`config.mk`:
```
export PLATFORM = sky130hd
export DESIGN_NAME = fp_exp_unit_pipe
export DESIGN_NICKNAME = d
export VERILOG_FILES = /design/src/rtl/fp_exp_unit_pipe.sv
export SDC_FILE = /design/constraint.sdc
export NUM_CORES = 1
export LEC_CHECK = 0
export ABC_AREA = 1
export CORE_MARGIN = 10
export CORE_UTILIZATION = 48
export DETAILED_ROUTE_END_ITERATION = 16
export GPL_TIMING_DRIVEN = 0
export PLACE_DENSITY = 0.87
export SLEW_MARGIN = 30
export SYNTH_ARGS = -nofsm -noshare
export SYNTH_HDL_FRONTEND = slang
export SYNTH_SLANG_ARGS = --single-unit
```
`constraint.sdc`:
```
create_clock -name clk -period 2.95 [get_ports clk]
set_input_delay 0.7375 -clock clk [delete_from_list [all_inputs] [get_ports clk]]
set_output_delay 0.7375 -clock clk [all_outputs]
set_load 0.005 [all_outputs]
```
`src/rtl/fp_exp_unit_pipe.sv`:
```
// Two-stage exponent datapath for the FP divider/multiplier.
// Produces saturated biased exponents, range flags and ovf/unf counters.
module fp_exp_unit_pipe #(
  parameter int EXP_W = 8,
  parameter int MAN_W = 23,
  parameter int BIAS  = 127,
  parameter int CNT_W = 16,
  localparam int W    = 1 + EXP_W + MAN_W
) (
  input  logic             clk,
  input  logic             rst,
  input  logic             in_valid,
  output logic             in_ready,
  input  logic             op,
  input  logic [W-1:0]     in1,
  input  logic [W-1:0]     in2,
  output logic             out_valid,
  input  logic             out_ready,
  output logic [EXP_W-1:0] exp_out,
  output logic             ovf,
  output logic             unf,
  output logic             a_spec,
  output logic             b_spec,
  input  logic             clr_cnt,
  output logic [CNT_W-1:0] ovf_cnt,
  output logic [CNT_W-1:0] unf_cnt
);

  localparam logic [EXP_W+1:0] BIAS_X = (EXP_W+2)'(BIAS);
  localparam logic signed [EXP_W+1:0] EMAX =
    (EXP_W+2)'((1 << EXP_W) - 1);

  logic             s1_valid_q, s1_valid_d;
  logic [EXP_W-1:0] ea_q, ea_d, eb_q, eb_d;
  logic             op_q, op_d;
  logic             as1_q, as1_d, bs1_q, bs1_d;

  logic             s2_valid_q, s2_valid_d;
  logic [EXP_W-1:0] exp_q, exp_d;
  logic             ovf_q, ovf_d, unf_q, unf_d;
  logic             as2_q, as2_d, bs2_q, bs2_d;

  logic [CNT_W-1:0] ovf_cnt_q, ovf_cnt_d;
  logic [CNT_W-1:0] unf_cnt_q, unf_cnt_d;

  logic [EXP_W-1:0] ea, eb;
  logic [EXP_W+1:0] r;
  logic             r_ovf, r_unf;
  logic             adv, s1_load, xfer;
  logic             unused_bits;

  assign unused_bits = ^{in1[W-1], in1[MAN_W-1:0],
                         in2[W-1], in2[MAN_W-1:0]};

  always_comb begin
    ea      = in1[W-2 -: EXP_W];
    eb      = in2[W-2 -: EXP_W];
    adv     = !s2_valid_q || out_ready;
    s1_load = !s1_valid_q || adv;
    xfer    = s2_valid_q && out_ready;

    s1_valid_d = s1_valid_q;
    ea_d       = ea_q;
    eb_d       = eb_q;
    op_d       = op_q;
    as1_d      = as1_q;
    bs1_d      = bs1_q;
    if (s1_load) begin
      s1_valid_d = in_valid;
      ea_d       = (ea == '0) ? EXP_W'(1) : ea;
      eb_d       = (eb == '0) ? EXP_W'(1) : eb;
      op_d       = op;
      as1_d      = &ea;
      bs1_d      = &eb;
    end

    // Two extra bits hold the full signed range of both operations.
    if (op_q)
      r = {2'b00, ea_q} + {2'b00, eb_q} - BIAS_X;
    else
      r = {2'b00, ea_q} - {2'b00, eb_q} + BIAS_X;
    r_ovf = $signed(r) >= EMAX;
    r_unf = $signed(r) <= 0;

    s2_valid_d = s2_valid_q;
    exp_d      = exp_q;
    ovf_d      = ovf_q;
    unf_d      = unf_q;
    as2_d      = as2_q;
    bs2_d      = bs2_q;
    if (adv) begin
      s2_valid_d = s1_valid_q;
      ovf_d      = r_ovf;
      unf_d      = r_unf;
      as2_d      = as1_q;
      bs2_d      = bs1_q;
      if (r_ovf)      exp_d = '1;
      else if (r_unf) exp_d = '0;
      else            exp_d = r[EXP_W-1:0];
    end

    ovf_cnt_d = ovf_cnt_q;
    unf_cnt_d = unf_cnt_q;
    if (clr_cnt) begin
      ovf_cnt_d = '0;
      unf_cnt_d = '0;
    end else begin
      if (xfer && ovf_q && ovf_cnt_q != '1)
        ovf_cnt_d = ovf_cnt_q + CNT_W'(1);
      if (xfer && unf_q && unf_cnt_q != '1)
        unf_cnt_d = unf_cnt_q + CNT_W'(1);
    end
  end

  always_ff @(posedge clk) begin
    if (rst) begin
      s1_valid_q <= 1'b0;
      ea_q       <= '0;
      eb_q       <= '0;
      op_q       <= 1'b0;
      as1_q      <= 1'b0;
      bs1_q      <= 1'b0;
      s2_valid_q <= 1'b0;
      exp_q      <= '0;
      ovf_q      <= 1'b0;
      unf_q      <= 1'b0;
      as2_q      <= 1'b0;
      bs2_q      <= 1'b0;
      ovf_cnt_q  <= '0;
      unf_cnt_q  <= '0;
    end else begin
      s1_valid_q <= s1_valid_d;
      ea_q       <= ea_d;
      eb_q       <= eb_d;
      op_q       <= op_d;
      as1_q      <= as1_d;
      bs1_q      <= bs1_d;
      s2_valid_q <= s2_valid_d;
      exp_q      <= exp_d;
      ovf_q      <= ovf_d;
      unf_q      <= unf_d;
      as2_q      <= as2_d;
      bs2_q      <= bs2_d;
      ovf_cnt_q  <= ovf_cnt_d;
      unf_cnt_q  <= unf_cnt_d;
    end
  end

  assign in_ready  = s1_load;
  assign out_valid = s2_valid_q;
  assign exp_out   = exp_q;
  assign ovf       = ovf_q;
  assign unf       = unf_q;
  assign a_spec    = as2_q;
  assign b_spec    = bs2_q;
  assign ovf_cnt   = ovf_cnt_q;
  assign unf_cnt   = unf_cnt_q;

endmodule
```
After elaboration in Yosys (flattened, before gate mapping)
Cells that the tools add are included.

Reduce and logical (&&, ||, !) cells: 14. Magnitude comparators: 2. $add $sub $neg: 6. Eq/ne operators: 2. Multiplexer cells: 5.

Operator list (count): adder 16 x 1 -> 16 bit, second input constant (2); two-way mux 8 bit (4); != test 16 bit, second input constant (2); logical NOT 8 bit (2); AND reduction 8 bit (2); adder 9 x 8 -> 10 bit, second input constant (1); >= comparator 10 x 9 -> 1 bit, second input constant (1); <= comparator 10 x 1 -> 1 bit, second input constant (1); two-way mux 10 bit (1); subtractor 9 x 7 -> 10 bit, second input constant (1); adder 8 x 8 -> 9 bit (1); subtractor 8 x 8 -> 9 bit (1); logical AND 1 bit (5); logical NOT 1 bit (2); logical OR 1 bit (2); OR reduction 2 bit (1).

Register bits: 65. Output and inout port bits: 46. Word-level logic and storage cells: 43.

Depth between registers and ports, before layout
Gate-level depths: netlist of run 1.

Depth in word-level cells: 6. Gate-level depth with buffers: 20. Depth with buffers taken out: 20.

Worst setup path after synthesis of run 1
OpenSTA, ideal clock, no wires.

Kind: register to register. From: reg eb_q[1]. To: reg exp_q[3], in the netlist exp_out[3]. Buffers on the path: 0. Arrival time: 2377 ps. Clock period less this slack: 2447 ps. Library setup time: 70 ps. Cell stages (with the launch flop): 21. Required time: 2880 ps. Setup slack: 503 ps. Cell sequence: dfxtp_1 -> inv_1 -> ha_1 -> inv_1 -> ha_1 -> inv_1 -> fa_1 -> inv_1 -> nand3_1 -> nand2_1 -> nand2_1 -> nand2_1 -> a21oi_1 -> xor2_1 -> nand2_1 -> nand2_2 -> nor2_2 -> nand2_2 -> nand2_4 -> nor2_1 -> a21oi_1.

Word-level cells in the longest chain between the ends: 6. Elaborated cells between the ends (all ways): 9.

RTL lines: start, declared (RTL line 34) `logic [EXP_W-1:0] ea_q, ea_d, eb_q, eb_d;`; start signal, assigned (RTL line 119) `eb_q <= '0;`; start signal, assigned (RTL line 134) `eb_q <= eb_d;`; subtractor 8 x 8 -> 9 bit / adder 8 x 8 -> 9 bit (equally long branches) (RTL line 81, 79); adder 9 x 8 -> 10 bit / subtractor 9 x 7 -> 10 bit (equally long branches) (RTL line 81, 79); two-way mux 10 bit * (RTL line 78) `if (op_q)`; <= comparator 10 x 1 -> 1 bit (RTL line 83) `r_unf = $signed(r) <= 0;`; two-way mux 8 bit (RTL line 98) `else if (r_unf) exp_d = '0;`; two-way mux 8 bit * (RTL line 97) `if (r_ovf) exp_d = '1;`; end signal, assigned (RTL line 139) `exp_q <= exp_d;`; end, declared (RTL line 39) `logic [EXP_W-1:0] exp_q, exp_d;`.

Every way passes the cells marked *; elsewhere a longest branch is shown, timed or not. A chain may end at the register's enable or synchronous reset.

Final worst setup path of run 1
From: reg eb_q[4]. To: reg exp_q[1], in the netlist exp_out[1].

Same word-level chain as after synthesis.

==> flow_metrics.tcl, run 1 <==
set metrics [dict create \
    outcome "finished, final reports clean" \
    synth_edf_count 0 \
    crit_required_ns 3.16 \
    syn-cell-area_sq_um 4010 \
    port_buffers 66 \
    pwr_density_cell_nw_per_um2 491 \
    nets 769 \
    nFillCells 678 \
    clkLatencyLatePin_ns 0.35 \
    cts_tree "built" \
    finalCoreUtilization_pct 63.2 \
    min_period_ns 2.86 \
    yosys_warnings 0 \
    critPathCaptureType "flop" \
    cts_buffers 9 \
    worst-slew-pin-transition_ns 0.662 \
    fp-row-count 33 \
    ios 116 \
    clkTransAtPathRegs_ns 0.08 \
    grt_pass1_vias 4162 \
    fin_crit_sh_pct 96.8 \
    final_hold_viol_count 0 \
    drv_cap 0 \
    synthArstFlopShare_pct 0 \
    crit_path_top_delay_cell "ha_2" \
    antenna_found_initial 0 \
    gp_congestion 0.887 \
    firstDrtPassIters 6 \
    numClockSinks 65 \
    num_antenna_cells 0 \
    drtIter0Drc 227 \
    max_freq_mhz 350 \
    avgSynthCellArea_sq_um 6.80 \
    arrival_ns 3.07 \
    synth.area.top_cells "dfxtp_1 32%, inv_1 9.1%, nand2_1 8.8%" \
    wl_mm 11.3 \
    place_hpwl_mm 8.56 \
    critPathMaxStageDelay_ns 0.39 \
    via_per_inst 5.37 \
    grt-ovfl-total 0 \
    p_leak_nw 2.17 \
    drive_gt1_share_pct 10.8 \
    clockBufferDepth 2 \
    holdWs_ns 0.475 \
    die_width_microns 111 \
    synth_nets 688 \
    yosysTopAreaCellShare_pct 32.4 \
    wl_per_cell_microns 14.5 \
    p_total_mw 2.53 \
    hold_path_class "flop to flop" \
    num_vias 4197 \
    coreArea_sq_um 8180 \
    yosys.cell_count.top_type "inv_1" \
    fin_skew_ns 0.00982 \
    setup_viol 0 \
    hold_buffers 0 \
    ys_ff_latch 65 \
    ys.flop_type "dfxtp_1" \
    path_cells "inv_1 -> ha_2 -> inv_1 -> ha_2 -> a21oi_1 -> nand2_2 -> nand2_1 -> nand2_1 -> a21oi_1 -> xor2_1 -> nand2_1 -> nand2_2 -> nor2_4 -> nand2_2 -> nand2_4 -> nor2_2 -> a21oi_2" \
    grt_pass1_wl_mm 18.8 \
    initial_core_util_pct 49.1 \
    area_growth_pct 28.7 \
    worst_slack_ns 0.0934 \
    worst_slew_margin_rel_pct 55.7 \
    yosysSeqAreaShare_pct 32.4 \
    crit_type "flop to flop" \
    cp.buffers_inverters 2 \
    ant_nets 0 \
    fp.dieH_microns 111 \
    crit_family "simple AND/OR/NAND/NOR gates" \
    startpoint_type "flop" \
    dpl_cell_area_sq_um 4800 \
    grt_max_degree 14 \
    synth.largest_area_cell "dfxtp_1" \
    post-place-ws_ns -0.723 \
    root_buffer "clkbuf_8" \
    synth_cells 590 \
    fin_area_sq_um 5160 \
    drc 0 \
    grt_usage_pct 17.4 \
    ir_drop_v 0.000389 \
    path_max_fanout 7 \
    htreeDepth 3 \
    synth_common_cells "97 x inv_1, 94 x nand2_1, 65 x dfxtp_1" \
    final_max_slew_viol_count 0 \
    ys_types 40 \
    dieArea_sq_um 12400 \
]
-- repair_timing --
action / in CTS / in global routing
endpoints found under the setup margin: 1 / 8
resized for setup: 5 / 18
pin swaps: 2 / 4
setup buffers: 3 / 2
-- cell families after synthesis --
logic type / share of synthesized area, %
AOI/OAI and AO/OA: 16.0
and+or+nand+nor: 30.8
DFF: 32.4
adders and majority gates: 9.11
buffers and inverters: 10.3
xor gates and xnor gates: 1.31
-- placed cells by master (no fill, tap or decap), types with 2 or more instances in the layout --
cell	count
nand4_1	10
ha_2	3
nor4_1	3
nor3_1	14
inv_2	3
a21oi_1	59
clkdlybuf4s50_1	65
nand2_4	2
clkbuf_8	9
ha_1	22
nand3_2	5
a311oi_1	2
a211oi_1	4
xor2_1	6
o21ai_0	35
nor2_1	55
buf_4	5
fa_1	2
a21oi_2	5
clkinvlp_4	3
nand2_2	15
nor2_2	7
clkbuf_1	9
nor3b_1	4
inv_1	95
bufinv_16	3
dfxtp_1	64
nand2_1	93
nand3_1	45
o21a_1	5
nor2_4	3
-- stage by stage --
step / TNS [ns] / instances
4_1_cts: 0 / 779
2_1_floorplan: 0 / 590
5_1_grt: -0.313 / 781
6_report: 0 / 781
3_3_place_gp: -0.688 / 761
3_5_place_dp: -0.723 / 761
-- state kept, by name, summed over array words and instances, names as in the netlist --
name,flops
b_spec,1
unf,1
ea_q,8
ovf_cnt,16
exp_out,8
op_q,1
s1_valid_q,1
bs1_q,1
as1_q,1
a_spec,1
eb_q,8
out_valid,1
ovf,1
unf_cnt,16
-- metal layers --
metal  track usage (%)  wire length (microns)  vias up
met5                 0                      0        -
met4              7.37                    270        0
met3              3.97                    756       23
met2              30.0                   5570      136
met1              20.3                   4740     1939
li1                  -                      -     2099
-- final cells by class --
class	instances	area, sq um	area share, %
clock buffers	10	128	2.47
plain buffers	9	35.0	0.678
clock inverters	6	114	2.20
inverters	100	379	7.34
multi-input cells	415	2370	46.0
repair buffers	71	701	13.6
flip-flops and latches	65	1300	25.2
well taps	105	131	2.54
-- worst min-delay path: stages, from the launching register on --
cell and delay (ns):
dfxtp_1 0.31, nand2_1 0.06, a21oi_1 0.06
-- path summary, 6_finish.rpt --
kind | from | slack, ns | cells past startpoint | end
worst min-delay path | bs1_q | 0.48 | 2 | bs1_q
worst max-delay path | eb_q[4] | 0.09 | 17 | exp_out[1]
worst min register to register | bs1_q | 0.48 | 2 | bs1_q
worst max register to register | eb_q[4] | 0.09 | 17 | exp_out[1]
-- power by group --
part	internal (mW)	switching (mW)	leakage [nW]
combinational	0.257	0.387	1.52
sequential	0.922	0.0315	0.532
clock	0.565	0.371	0.113
total	1.74	0.790	2.17
Power figures use the tool's default switching activity.
==> run 2: changes to the inputs <==
- CTS_CLUSTER_DIAMETER: not set -> 200
==> results of run 2 <==
Final layout, timing and power as in run 1 (identical DEF).
==> RTL edit (settings of run 2) <==
Make the reset (`rst`) asynchronous in one clocked block.
--- a/src/rtl/fp_exp_unit_pipe.sv
+++ b/src/rtl/fp_exp_unit_pipe.sv
@@ -112,7 +112,7 @@
     end
   end
 
-  always_ff @(posedge clk) begin
+  always_ff @(posedge clk or posedge rst) begin
     if (rst) begin
       s1_valid_q <= 1'b0;
       ea_q       <= '0;
Formal check against the unedited RTL: differs if rst is asserted again (counterexample within 4 cycles, from zero or initial values and one cycle with rst high); with rst held inactive, the same outputs for 10 cycles.
==> RTL edit against run 2 <==
Fmax up 2.7%. Design area up 7.6%. Area after synthesis up 7.6%. Global-route usage down 1.0 points. Synthesized cell count down 1.5%. Wire length down 2.7%. Sequential cell count unchanged. Hold slack better by 0.027 ns. Power up 26%. Setup slack better by 0.075 ns. Via count up 0.41%. Cell count up 0.13%.
==> RTL edit: results (changes against run 2) <==
stage	metric	value	unit	change
place	DP Area	5150	um^2	was 4800 um^2
yosys	Syn Area/Cell	7.43	um^2	was 6.80 um^2
place	hpwl dp	8580	um	was 8560 um
grt	vias in the first global route	4035		was 4162
grt	global-route wire length before repair	18200	um	was 18800 um
worst_setup_path	crit path DAT	3.01	ns	was 3.07 ns
final_layout	Final Non-Filler Cells	782		was 781
yosys	distinct cell type count after synthesis	35		was 40
sta	Clock Skews	0.0163	ns	was 0.00982 ns
place	Placed Cells	757		was 761
drt	final WL	11000	um	was 11300 um
power	VDD IR max	0.364	mV	was 0.389 mV
power	sw power	1.12	mW	was 0.790 mW
drt	Vias/cell	5.39		was 5.37
min_path	hold path startpoint	a_spec$_DFFE_PP0P_		was bs1_q$_SDFFE_PP0P_
final_layout	layout cell share with drive strength beyond 1	13.8	%	was 10.8%
grt	largest net degree at the start of global routing	51		was 14
power	Leak	2.62	nW	was 2.17 nW
worst_setup_path	worst r2r src	eb_q[1]$_DFFE_PP0P_		was eb_q[4]$_SDFFE_PP0P_
sta	Rel. slew slack	64.6	%	was 55.7%
yosys	Synth Flop Type	dfrtp_1		was dfxtp_1
outcome	status	finished clean		unchanged
drt	drt pass-1 iters	5		was 6
final_layout	Final #Nets	767		was 769
clocking	Num CTS Buffers	9		unchanged
yosys	Async SR Flop Fraction	100	%	was 0%
place	# port buffers	67		was 66
worst_setup_path	Crit Path Max Fanout	4		was 7
yosys	register area share after synthesis	37.7	%	was 32.4%
yosys	top post-synthesis cells by count	120 x nand2_1, 94 x inv_1, 65 x dfrtp_1, 50 x nor2_1, 49 x nand3_1		was 97 x inv_1, 94 x nand2_1, 65 x dfxtp_1, 61 x a21oi_1, 61 x nor2_1
place	DP Worst Slack	-1.16	ns	was -0.723 ns
drt	First DRT Iteration DRCs	270		was 227
yosys	syn nets	679		was 688
yosys	main area contributors after synthesis	dfrtp_1 38%, nand2_1 10%, inv_1 8.2%		was dfxtp_1 32%, inv_1 9.1%, nand2_1 8.8%
[RTL edit: changes by cell type in the layout (fill, tap and decap cells not counted), sizes merged, moves of 7 or more]
| cell | delta |
|---|---|
| dfrtp | +65 |
| a21oi | -18 |
| nor2 | -9 |
| buf | +7 |
| nand2 | +22 |
| dfxtp | -65 |
[RTL edit: metal layers]
metal / wire, um / track usage, % / vias up
met1: 4730 / 20.1 / 1956
met5: 0 / 0 / -
met3: 842 / 4.32 / 21
met2: 5290 / 27.9 / 157
li1: - / - / 2080
met4: 159 / 4.62 / 0
[RTL edit: final timing paths]
check                                           to  slack [ns]  depth (start not counted)
min in group asynchronous  unf_cnt[14]$_DFFE_PP0P_        0.67                          2
max                         exp_out[0]$_DFFE_PP0P_        0.17                         19
max in group asynchronous    out_valid$_DFFE_PP0P_        1.76                          3
min                             a_spec$_DFFE_PP0P_        0.50                          2
max reg2reg                 exp_out[0]$_DFFE_PP0P_        0.17                         19
min reg2reg                     a_spec$_DFFE_PP0P_        0.50                          2
[RTL edit: power groups by stage]
stage	Combinational [mW]	Clock (mW)	Sequential, mW
detailed placement	1.12	0	1.06
finish	1.20	0.950	1.05
CTS	1.14	0.965	1.05
floorplan	0.763	0	1.06
global placement	1.07	0	1.06
global route	1.34	0.995	1.06
[RTL edit: final cells by class]
class	count	area [um^2]
Fill cell	720	3160
Inverter	99	378
Multi-Input combinational cell	408	2350
Clock inverter	6	115
Clock buffer	10	138
Timing Repair Buffer	77	768
Buffer	9	43.8
Sequential cell	65	1630
Tap cell	108	135
[RTL edit: logic make-up after synthesis]
| kind of cell | count (synthesis) | share of synthesized area [%] |
|---|---|---|
| AOI/OAI and AO/OA | 97 | 13.1 |
| xor gates and xnor gates | 3 | 0.609 |
| adders and majority gates | 28 | 8.46 |
| buffers and inverters | 109 | 9.71 |
| DFF | 65 | 37.7 |
| and+or+nand+nor | 279 | 30.4 |
[RTL edit: timing repair]
action / 4_1_cts / 5_1_grt
endpoints found under the setup margin: 11 / 11
pin swaps: 3 / 5
hold endpoints to repair: 0 / 0
resized for setup: 9 / 16
gates cloned: 1 / 0
buffers inserted: 3 / 6
[RTL edit: critical path, cell delays in order (launching register included)]
cell	delay (ns)
dfrtp_1	0.40
inv_2	0.11
ha_4	0.21
inv_1	0.06
ha_2	0.19
inv_1	0.06
fa_2	0.34
inv_1	0.08
nand3_1	0.09
nand2_2	0.10
nand2_1	0.06
nand2_1	0.06
a21oi_1	0.07
or2_2	0.29
nand3_1	0.07
nand2_1	0.10
nand2_2	0.11
nor2_4	0.06
nor2_4	0.15
a21oi_2	0.07
